==> src/rtl/dadda_mac_accum.sv <==
// Accumulates a programmed count of unsigned multiplier products into one wide result.
// Optional build macro SATURATE_EN: clamp on overflow instead of wrapping.
module dadda_mac_accum #(
  parameter int PROD_W = 16,
  parameter int ACC_W  = 24,
  parameter int CNT_W  = 8
) (
  input  logic              clk,
  input  logic              rst,
  input  logic              start,
  input  logic [CNT_W-1:0]  len,
  input  logic [PROD_W-1:0] prod,
  input  logic              prod_valid,
  output logic              prod_ready,
  output logic [ACC_W-1:0]  acc_out,
  output logic              acc_valid,
  input  logic              acc_ready,
  output logic              busy,
  output logic              overflow
);

  typedef enum logic [1:0] {S_IDLE, S_ACCUM, S_DONE} state_t;

  state_t             r_state;
  state_t             w_state_nxt;
  logic [ACC_W-1:0]   r_acc;
  logic [CNT_W-1:0]   r_cnt;
  logic [CNT_W-1:0]   r_len;
  logic               r_ovf;
  logic               w_xfer;
  logic               w_last;
  logic [CNT_W-1:0]   w_cnt_inc;
  logic [ACC_W:0]     w_sum;

  // Once clamped, every further add carries again (or adds zero), so the clamp sticks.
  function automatic logic [ACC_W-1:0] acc_next(input logic [ACC_W:0] sum);
`ifdef SATURATE_EN
    return sum[ACC_W] ? {ACC_W{1'b1}} : sum[ACC_W-1:0];
`else
    return sum[ACC_W-1:0];
`endif
  endfunction

  assign w_xfer    = (r_state == S_ACCUM) && prod_valid;
  assign w_cnt_inc = r_cnt + 1'b1;
  assign w_last    = (w_cnt_inc == r_len);
  assign w_sum     = {1'b0, r_acc} + {{(ACC_W + 1 - PROD_W){1'b0}}, prod};

  always_comb begin
    w_state_nxt = r_state;
    case (r_state)
      S_IDLE: begin
        if (start) w_state_nxt = (len == '0) ? S_DONE : S_ACCUM;
      end
      S_ACCUM: begin
        if (w_xfer && w_last) w_state_nxt = S_DONE;
      end
      S_DONE: begin
        if (acc_ready) w_state_nxt = S_IDLE;
      end
      default: w_state_nxt = S_IDLE;
    endcase
  end

  always_ff @(posedge clk) begin
    if (rst) r_state <= S_IDLE;
    else     r_state <= w_state_nxt;
  end

  always_ff @(posedge clk) begin
    if (rst) begin
      r_acc <= '0;
      r_cnt <= '0;
      r_len <= '0;
      r_ovf <= 1'b0;
    end else if (r_state == S_IDLE) begin
      if (start) begin
        r_acc <= '0;
        r_cnt <= '0;
        r_len <= len;
        r_ovf <= 1'b0;
      end
    end else if (w_xfer) begin
      r_acc <= acc_next(w_sum);
      r_cnt <= w_cnt_inc;
      if (w_sum[ACC_W]) r_ovf <= 1'b1;
    end
  end

  assign prod_ready = (r_state == S_ACCUM);
  assign acc_valid  = (r_state == S_DONE);
  assign busy       = (r_state != S_IDLE);
  assign acc_out    = r_acc;
  assign overflow   = r_ovf;

endmodule

==> config.mk <==
export PLATFORM = sky130hd
export DESIGN_NAME = dadda_mac_accum
export DESIGN_NICKNAME = d
export VERILOG_FILES = /design/src/rtl/dadda_mac_accum.sv
export SDC_FILE = /design/constraint.sdc
export NUM_CORES = 1
export LEC_CHECK = 0
export ABC_AREA = 0
export ABC_CLOCK_PERIOD_IN_PS = 1950
export BUFFER_PORTS_ARGS = -buffer_cell sky130_fd_sc_hd__clkbuf_2
export CORE_MARGIN = 5
export CORE_UTILIZATION = 50
export CTS_CLUSTER_SIZE = 40
export DETAILED_ROUTE_END_ITERATION = 7
export HOLD_SLACK_MARGIN = 0.03
export PLACE_DENSITY = 0.77
export SLEW_MARGIN = 20
export SYNTH_ARGS = -nofsm -noshare
export SYNTH_HDL_FRONTEND = slang
export SYNTH_SLANG_ARGS = --single-unit
==> constraint.sdc <==
create_clock -name clk -period 1.95 [get_ports clk]
set_input_delay 0.2925 -clock clk [delete_from_list [all_inputs] [get_ports clk]]
set_output_delay 0.2925 -clock clk [all_outputs]
set_load 0.01 [all_outputs]
# Word-level counts from Yosys, hierarchy flattened
# Index checks and enable logic that the tools add are counted.
dict set report word_totals {
  wordCells 39
  regBits 43
  out_inout_bits 28
}
dict set report classes {
  muxes 15
  addsub 2
  eq_ne 6
  reduce_logical 11
}
# operator count
set ops {}
lappend ops {{$mux W24} 3}
lappend ops {{$add A24 B16 Y25} 1}
lappend ops {{$mux W8} 3}
lappend ops {{$add A8 B1 Y8 const B} 1}
lappend ops {{$eq A8 B8 Y1} 1}
lappend ops {{$logic_not A8 Y1} 1}
lappend ops {{$mux W2} 4}
lappend ops {{$pmux W2 S3} 1}
lappend ops {{$reduce_and A3 Y1} 2}
lappend ops {{$reduce_bool A2 Y1} 3}
lappend ops {{$mux W1} 4}
lappend ops {{$ne A2 B1 Y1 const B} 2}
lappend ops {{$reduce_and A2 Y1} 2}
lappend ops {{$eq A2 B1 Y1 const B} 1}
lappend ops {{$eq A2 B2 Y1 const B} 1}
lappend ops {{$logic_and A1 B1 Y1} 2}
lappend ops {{$logic_not A2 Y1} 1}
lappend ops {{$ne A2 B2 Y1 const B} 1}

# Depth between registers and ports, before layout
# Gate-level depths: netlist of the first run.
dict set report depth {
  word_depth 5
  depth_mapped 8
  depth_no_buf 8
}

# Least setup slack after synthesis of the first run
# Ideal clock, no wire load.
dict set report synth_path {
  path_type {register -> register}
  start {register r_acc[0], in the netlist acc_out[0]}
  end {register r_acc[8], in the netlist acc_out[8]}
  arrival_time_ns 2.047
  synth_period_minus_slack_ns 2.164
  slack_ns -0.214
  path_stages_with_launch 9
  required_time_ns 1.833
  setup_ns 0.117
  path_cell_list {dfxtp_1 > ha_1 > fa_1 > nand3_1 > nand2_1 > a21o_1 > a31o_2 > a211o_1 > a32o_1}
}
dict set report synth_between {
  elab_chain_cells 3
}
# element line
set synth_lines {}
lappend synth_lines {{start, declared} 26} ;# logic [ACC_W-1:0] r_acc;
lappend synth_lines {{start signal, assigned} 84} ;# r_acc <= acc_next(w_sum);
lappend synth_lines {{$add A24 B16 Y25} 47} ;# assign w_sum = {1'b0, r_acc} + {{(ACC_W + 1 - PROD_W){1'b0}}, prod};
lappend synth_lines {{$mux W24} 83} ;# end else if (w_xfer) begin
lappend synth_lines {{$mux W24} 76} ;# end else if (r_state == S_IDLE) begin
# Every way passes these cells. The select of a mux whose other input is x is not followed.
# A chain may end at the register's enable or synchronous reset.

# Worst setup path in the final report of the first run
# Ends and elaborated chain as after synthesis.

==> results.json, run 1 <==
{
  "grt_max_degree": 18,
  "cts_buffer_depth": 2,
  "tns_ps": -290,
  "synth-main-ff-cell": "dfxtp_1",
  "period_minus_slack_ps": 2060,
  "p_leak_nw": 1.80,
  "cp_max_fo": 2,
  "synthArstFlopShare_pct": 0,
  "slew_violations": 0,
  "die_y_um": 84.2,
  "place.port_buffers": 56,
  "cpPeakStageDelay_ps": 370,
  "setup_viol": 6,
  "power.switching_w": 0.000659,
  "cp-start-kind": "flop",
  "cpLargestDelayFamily": "compound AO/OA/AOI/OAI gates",
  "critPathArrivalTime_ps": 2270,
  "place.gp.congestion": 0.880,
  "violations": "negative setup slack",
  "hp-start": "len[1]",
  "num_antenna_cells": 0,
  "grt_overflow": 0,
  "power_w": 0.00225,
  "synth.largest_area_cell": "dfxtp_1",
  "numCtsBuffers": 5,
  "place_hpwl_um": 5370,
  "path_clk_slew_ps": 90,
  "synth_cell_types": 56,
  "die_w_um": 84.2,
  "power_density_mw_per_mm2": 559,
  "ios": 57,
  "cts_tree": "yes",
  "placed_cells_incl_taps": 491,
  "avgViaCountPerCell": 5.77,
  "drive_gt1_share_pct": 43.2,
  "ys_warn_count": 0,
  "grt_pass1_wl_um": 12400,
  "crit_required_ps": 2160,
  "cts_root_buf": "clkbuf_8",
  "drv_cap": 0,
  "syn_avg_cell_area_um2": 8.21,
  "area_growth_pct": 46.8,
  "post-synth-top-count-cell": "dfxtp_1",
  "syn_nets": 382,
  "slew_headroom_pct": 76.4,
  "finalCritPeriodShare_pct": 106,
  "seqPwrFrac_pct": 41.6,
  "ant_nets": 0,
  "vias": 2924,
  "finalNetCount": 481,
  "final_cells": 507,
  "clock_skew_ps": 13.0,
  "routed_wl_um": 8330,
  "syn-cell-area_mm2": 0.00275,
  "layout_setup_ws_ps": -111,
  "wl_met3_um": 455,
  "intPower_w": 0.00160,
  "synth_seq_cells": 43,
  "p_sw_share_pct": 29.2,
  "ys_top_cells_by_count": "dfxtp_1 (43), nor2_1 (36), a21oi_1 (31)",
  "ys_seq_area_share_pct": 31.3,
  "clk_latency_ps": 300,
  "critPathLaunch": "acc_out[0]",
  "cts.sinks": 43,
  "rsz0062_at_grt": "true",
  "worstSetupEndpointType": "flop",
  "initial_utilization_pct": 50.6,
  "ctsHtreeMaxLevel": 2,
  "drt_first_pass_iters": 5,
  "critPathKind": "reg2reg",
  "grt_pass1_vias": 2781,
  "syn_inst": 335,
  "peakVddDrop_v": 0.000345,
  "worstPathCellList": "ha_4, fa_2, nand3_4, nand2_2, a21o_1, a31o_2, a211o_1, a32o_1",
  "grt_usage_pct": 20.8,
  "synth_edf_count": 0,
  "cp.buffers_inverters": 0,
  "wl_met1_um": 3580,
  "dieArea_mm2": 0.00708,
  "worst_slew_pin_slew_ps": 353,
  "synth_area_leaders": "dfxtp_1 (31%), ha_1 (7.7%), a21oi_1 (5.6%), nor2_1 (4.9%), xnor2_1 (4.5%)",
  "timing.fmax_mhz": 485,
  "routed.top_layer": "met4",
  "r2r-start": "acc_out[0]",
  "hold_viol_final": 0,
  "status": "finished with violations",
  "wl_met2_um": 4080,
  "power_frac_comb_pct": 25.9,
  "num_rows": 27,
  "drt-initial-drc-count": 239,
  "hold_path_class": "in2reg",
  "antenna_found_initial": 0,
  "core_area_mm2": 0.00544,
  "drc_errors": 0,
  "crit_slowest_cell": "fa_2",
  "routedWlPerCell_um": 16.4,
  "synth_top_area_share_pct": 31.3,
  "clock_power_share_pct": 32.5
}
## final timing paths
| check | to | slack, ps | depth (start not counted) |
|---|---|---|---|
| max | acc_out[8] | -110 | 8 |
| max reg2reg | acc_out[8] | -110 | 8 |
| min | r_len[1] | 260 | 3 |
| min reg2reg | overflow | 460 | 2 |
## tightest hold or removal path, stage by stage
cell      delay [ps]
clkbuf_2          90
mux2i_1           60
nor2_1            80
## metal layers
metal  up-vias  GRT usage (%)
met3        23           4.02
met2       112           34.0
li1       1417              -
met5         -              0
met4         0           6.43
met1      1372           27.8
## cells in the final DEF, fill, tap and decap left out, types with 6 or more instances in the layout
cell      instances
clkbuf_2         56
buf_4            49
nor2_1           36
dfxtp_1          33
nand2_1          24
a21oi_1          21
ha_4             13
mux2i_1          12
xnor2_1          12
xor2_1           10
inv_1             8
a21oi_2           8
o21ai_0           8
nor3_1            8
a22oi_1           8
and3_1            7
nand3_1           7
dfxtp_2           7
nand4_1           6
clkbuf_8          6
## cells by family (layout without fill, tap and decap cells)
family                     after synthesis  count (layout)  synth area share, %
AOI/OAI and AO/OA                       89              89                 21.7
adders and majority gates               18              18                 8.46
DFF                                     43              43                 31.3
xor gates and xnor gates                24              24                 7.64
buffers and inverters                   26             126                 4.05
and+or+nand+nor                        123             123                 22.5
muxes                                   12              12                 4.37
## stage by stage
| stage | setup slack [ps] | utilization, % | hold slack, ps | instance area, um^2 |
|---|---|---|---|---|
| 2_1_floorplan | -65.3 | - | 440 | 2820 |
| 3_3_place_gp | -147 | 63.2 | 449 | 3440 |
| 3_5_place_dp | -206 | 63.2 | 448 | 3440 |
| 4_1_cts | -64.6 | 67.7 | 258 | 3680 |
| 5_1_grt | -180 | 74.2 | 281 | 4040 |
| 6_report | -111 | 74.2 | 258 | 4040 |
## sequential cells by signal, indices dropped and copies added (netlist names)
| name | flops |
|---|---|
| acc_out | 24 |
| r_cnt | 8 |
| r_len | 8 |
| r_state | 2 |
| overflow | 1 |
## power groups by stage
stage | sequential, W | clock (W) | combinational (W)
floorplan | 0.000957 | 0 | 0.000271
global placement | 0.000951 | 0 | 0.000447
detailed placement | 0.000953 | 0 | 0.000454
CTS | 0.000934 | 0.000744 | 0.000483
global route | 0.000943 | 0.000777 | 0.000634
finish | 0.000939 | 0.000732 | 0.000584
## timing repair
action | CTS | global route
buffers inserted | 1 | 7
setup endpoints to repair | 14 | 20
hold buffers | 0 | 0
resized for setup | 18 | 59
endpoints found under the hold margin | 0 | 0
pin swaps | 14 | 26
gates cloned | 0 | 0
## final cells by class
type | instances | area (um^2)
multi-input combinational | 266 | 2210
fill | 368 | 1400
sequential | 43 | 881
timing repair buffer | 110 | 704
tap | 72 | 90.1
clock buffer | 6 | 82.6
clock inverter | 2 | 35.0
inverter | 8 | 30.0
(Power assumes the default switching activity.)
==> run 2, diff against run 1 <==
--- a/config.mk
+++ b/config.mk
@@ -8,12 +8,12 @@
 export ABC_AREA = 0
 export ABC_CLOCK_PERIOD_IN_PS = 1950
 export BUFFER_PORTS_ARGS = -buffer_cell sky130_fd_sc_hd__clkbuf_2
-export CORE_MARGIN = 5
 export CORE_UTILIZATION = 50
 export CTS_CLUSTER_SIZE = 40
 export DETAILED_ROUTE_END_ITERATION = 7
 export HOLD_SLACK_MARGIN = 0.03
 export PLACE_DENSITY = 0.77
+export REMOVE_ABC_BUFFERS = 1
 export SLEW_MARGIN = 20
 export SYNTH_ARGS = -nofsm -noshare
 export SYNTH_HDL_FRONTEND = slang
==> results.json, run 2 (synthesized netlist as in run 1, its figures left out) <==
{
  "status": "finished with violations",
  "violations": "negative setup slack",
  "ios": 57,
  "grt_usage_pct": 27.3,
  "hold_path_class": "in2reg",
  "cts_tree": "yes",
  "ctsHtreeMaxLevel": 2,
  "worstSetupEndpointType": "flop",
  "cp_max_fo": 2,
  "area_growth_pct": 43.7,
  "layout_setup_ws_ps": -121,
  "dieArea_mm2": 0.00580,
  "grt_max_degree": 22,
  "power_density_mw_per_mm2": 539,
  "place.port_buffers": 56,
  "die_y_um": 76.2,
  "crit_required_ps": 2160,
  "slew_headroom_pct": 52.1,
  "drt_first_pass_iters": 4,
  "drive_gt1_share_pct": 42.1,
  "cts_buffer_depth": 2,
  "holdBufCountCts": 0,
  "peakVddDrop_v": 0.000386,
  "grt_pass1_wl_um": 12700,
  "core_area_mm2": 0.00520,
  "finalCritPeriodShare_pct": 106,
  "critPathKind": "reg2reg",
  "routed_wl_um": 8340,
  "drt-initial-drc-count": 137,
  "grt_overflow": 0,
  "antenna_found_initial": 0,
  "setup_viol": 12,
  "largest_register_ffs": 24,
  "avgViaCountPerCell": 5.77,
  "final_cell_mix": "clkbuf_2 (56), buf_4 (56), dfxtp_1 (37), nor2_1 (36), a21oi_1 (26)",
  "tns_ps": -575,
  "place.gp.congestion": 0.840,
  "num_antenna_cells": 0,
  "place_hpwl_um": 5300,
  "drv_cap": 0,
  "die_w_um": 76.2,
  "fin_hold_ws_ps": 239,
  "path_clk_slew_ps": 90,
  "ant_nets": 0,
  "slew_violations": 0,
  "worst_slew_pin_slew_ps": 716,
  "finalNetCount": 488,
  "critPathArrivalTime_ps": 2280,
  "period_minus_slack_ps": 2070,
  "timing.fmax_mhz": 483,
  "clk_latency_ps": 310,
  "cp-start-kind": "flop",
  "numCtsBuffers": 5,
  "cts.sinks": 43,
  "rsz0062_at_grt": "true",
  "p_leak_nw": 1.75,
  "cts_root_buf": "clkbuf_8",
  "vias": 2954,
  "num_rows": 26,
  "routedWlPerCell_um": 16.3,
  "grt_pass1_vias": 2776,
  "hold_viol_final": 0,
  "initial_utilization_pct": 52.8,
  "clock_skew_ps": 8.22,
  "drc_errors": 0,
  "r2r_setup_slack_ps": -120
}
run 2: final cells by class:
class	count	area, um^2
Clock buffer	6	82.6
Clock inverter	2	16.3
Fill cell	375	1250
Inverter	8	30.0
Multi-Input combinational cell	266	2110
Sequential cell	43	871
Tap cell	70	87.6
Timing Repair Buffer	117	757
run 2: final timing paths:
path,start,endpoint,depth (start not counted)
max,acc_out[0],acc_out[8],8
min,len[1],r_len[1],3
max reg2reg,acc_out[0],acc_out[8],8
min reg2reg,overflow,overflow,2
run 2: power by group:
group	switching [W]	internal [W]	leakage [nW]	total [W]
registers	0.0000295	0.000908	0.352	0.000938
logic	0.000293	0.000265	1.35	0.000558
clock network	0.000346	0.000290	0.0474	0.000636
total	0.000669	0.00146	1.75	0.00213
run 2: worst max-delay path: stages (launching register included):
cell and delay, ps:
dfxtp_2 350, ha_4 160, fa_2 380, nand3_4 100, nand2_2 60, a21o_1 190
a31o_2 250, a211o_1 260, a32o_1 210
run 2: what timing repair did:
item,CTS,global route
buffers inserted,6,3
gates resized for setup,29,44
pin swaps,18,25
endpoints found under the setup margin,17,21
hold endpoints to repair,0,0
run 2: per-layer routing:
layer | wire length [um] | track usage (%) | vias to the layer above
met1 | 3470 | 31.9 | 1416
met4 | 226 | 13.7 | 0
met2 | 4290 | 48.3 | 89
met3 | 343 | 4.31 | 22
met5 | 0 | 0 | -
li1 | - | - | 1427
run 2: metrics by stage:
step	std cells	setup WS, ps	power (W)	util [%]	area, um^2
floorplan	317	-214	0.00120	-	2670
global placement	495	-301	0.00139	65.8	3430
detailed placement	495	-323	0.00140	65.8	3430
CTS	509	-109	0.00207	71.5	3720
global route	512	-167	0.00222	75.9	3950
finish	512	-121	0.00213	75.9	3950
==> run 3, diff against run 2 <==
--- a/config.mk
+++ b/config.mk
@@ -6,7 +6,7 @@
 export NUM_CORES = 1
 export LEC_CHECK = 0
 export ABC_AREA = 0
-export ABC_CLOCK_PERIOD_IN_PS = 1950
+export ABC_CLOCK_PERIOD_IN_PS = 1900
 export BUFFER_PORTS_ARGS = -buffer_cell sky130_fd_sc_hd__clkbuf_2
 export CORE_UTILIZATION = 50
 export CTS_CLUSTER_SIZE = 40
==> constraint.sdc (replaced) <==
create_clock -name clk -period 1.9 [get_ports clk]
set_input_delay 0.285 -clock clk [delete_from_list [all_inputs] [get_ports clk]]
set_output_delay 0.285 -clock clk [all_outputs]
set_load 0.01 [all_outputs]
==> results.json, run 3 (synthesized netlist as in run 1, its figures left out) <==
{
  "status": "finished with violations",
  "violations": "negative setup slack",
  "place.gp.congestion": 0.843,
  "antenna_found_initial": 0,
  "cp-start-kind": "flop",
  "cts_tree": "yes",
  "hp-start": "len[1]",
  "grt_pass1_wl_um": 13200,
  "cts.sinks": 43,
  "slew_violations": 0,
  "path_clk_slew_ps": 80,
  "holdBufCountCts": 0,
  "hold_path_depth": 3,
  "hold_viol_final": 0,
  "rsz0062_at_grt": "true",
  "drv_cap": 0,
  "hold_path_class": "in2reg",
  "critPathKind": "reg2reg",
  "drive_gt1_share_pct": 45.3,
  "ant_nets": 0,
  "worstSetupEndpointType": "flop",
  "cts_buffer_depth": 2,
  "finalCritPeriodShare_pct": 107,
  "tns_ps": -1280,
  "ios": 57,
  "finalNetCount": 491,
  "setup_viol": 15,
  "grt_max_degree": 22,
  "critPathLaunch": "acc_out[0]",
  "avgViaCountPerCell": 5.91,
  "grt_pass1_vias": 2958,
  "routedWlPerCell_um": 17.2,
  "die_w_um": 76.2,
  "drc_errors": 0,
  "initial_utilization_pct": 52.8,
  "r2r-start": "acc_out[0]",
  "numCtsBuffers": 5,
  "drt_first_pass_iters": 4,
  "cp_num_cells": 8,
  "num_antenna_cells": 0,
  "cpPeakStageDelay_ps": 370,
  "die_y_um": 76.2,
  "num_rows": 26,
  "final_cell_mix": "buf_4 (57), clkbuf_2 (56), nor2_1 (35), dfxtp_1 (33), nand2_1 (25)",
  "clock_skew_ps": 15.4,
  "period_minus_slack_ps": 2030,
  "clk_latency_ps": 320,
  "power_density_mw_per_mm2": 566,
  "vias": 3038,
  "critPathArrivalTime_ps": 2240,
  "intPower_w": 0.00160,
  "seqPwrFrac_pct": 41.8,
  "cp.buffers_inverters": 0,
  "cpLargestDelayFamily": "compound AO/OA/AOI/OAI gates",
  "timing.fmax_mhz": 492,
  "worst_slew_pin_slew_ps": 493,
  "ctsHtreeMaxLevel": 2,
  "power.switching_w": 0.000709,
  "r2r_cells": 8,
  "cts_root_buf": "clkbuf_8",
  "area_growth_pct": 48.4,
  "core_area_mm2": 0.00520,
  "routed_wl_um": 8850,
  "drt-initial-drc-count": 128,
  "final_common_cell": "buf_4",
  "crit_slowest_cell": "fa_2",
  "worstPathCellList": "ha_4, fa_2, nand3_4, nand2_2, a21o_1, a31o_2, a211o_1, a32o_1",
  "dieArea_mm2": 0.00580,
  "cp_max_fo": 2,
  "grt_usage_pct": 27.5,
  "peakVddDrop_v": 0.000368,
  "layout_setup_ws_ps": -132,
  "grt_overflow": 0,
  "place_hpwl_um": 5310,
  "place_ws_ps": -412,
  "clock_power_share_pct": 32.3,
  "slew_headroom_pct": 67.1,
  "place.port_buffers": 56,
  "power_frac_comb_pct": 26.0,
  "largest_register_ffs": 24,
  "p_sw_share_pct": 30.7,
  "p_leak_nw": 1.80,
  "crit_required_ps": 2110
}
run 3: cell types whose count changed in the layout (fill, tap and decap cells not counted), sizes merged:
cell and delta:
clkbuf -1, bufinv +1, buf +3, clkinv -1
run 3: layout make-up:
cell class | count | area [um^2]
fill | 343 | 1120
inverter | 8 | 30.0
multi-input combinational | 266 | 2200
clock inverter | 2 | 37.5
tap | 70 | 87.6
sequential | 43 | 873
timing repair buffer | 120 | 787
clock buffer | 5 | 68.8
run 3: what timing repair did:
item | 4_1_cts | 5_1_grt
resized for setup | 42 | 53
pin swaps | 23 | 24
setup endpoints to repair | 19 | 21
setup buffers | 6 | 5
run 3: per-layer routing:
| metal | wire [um] | GRT usage [%] | share of wire [%] | vias to the layer above |
|---|---|---|---|---|
| li1 | - | - | - | 1426 |
| met1 | 3560 | 32.3 | 40 | 1449 |
| met2 | 4510 | 49.2 | 51 | 130 |
| met3 | 454 | 4.55 | 5.1 | 33 |
| met4 | 321 | 12.1 | 3.6 | 0 |
| met5 | 0 | 0 | 0 | - |
run 3: stage by stage:
stage,power [W],instance area (um^2),cells,utilization [%],hold slack (ps)
after floorplan,0.00123,2670,317,-,354
after global placement,0.00143,3430,496,66.0,454
after detailed placement,0.00144,3430,496,66.0,454
after CTS,0.00221,3810,509,73.3,230
after global routing,0.00238,4080,514,78.4,236
final,0.00231,4080,514,78.4,227
run 3: power groups by stage:
stage	clock, W	combinational (W)	sequential, W
6_report	0.000745	0.000599	0.000965
3_5_place_dp	0	0.000463	0.000977
3_3_place_gp	0	0.000452	0.000975
5_1_grt	0.000770	0.000642	0.000969
2_1_floorplan	0	0.000251	0.000983
4_1_cts	0.000727	0.000520	0.000960
run 3: worst register-to-register path: cells and delay by family (launching register included):
kind / cells / cell delay, ps
flops: 1 / 340
fa+ha+maj: 2 / 530
compound gates: 4 / 860
simple gates: 2 / 190
run 3: worst paths after layout:
check / endpoint / slack, ps
worst max register to register: acc_out[8] / -130
worst min-delay path: r_len[1] / 230
worst max-delay path: acc_out[8] / -130
worst min register to register: overflow / 490
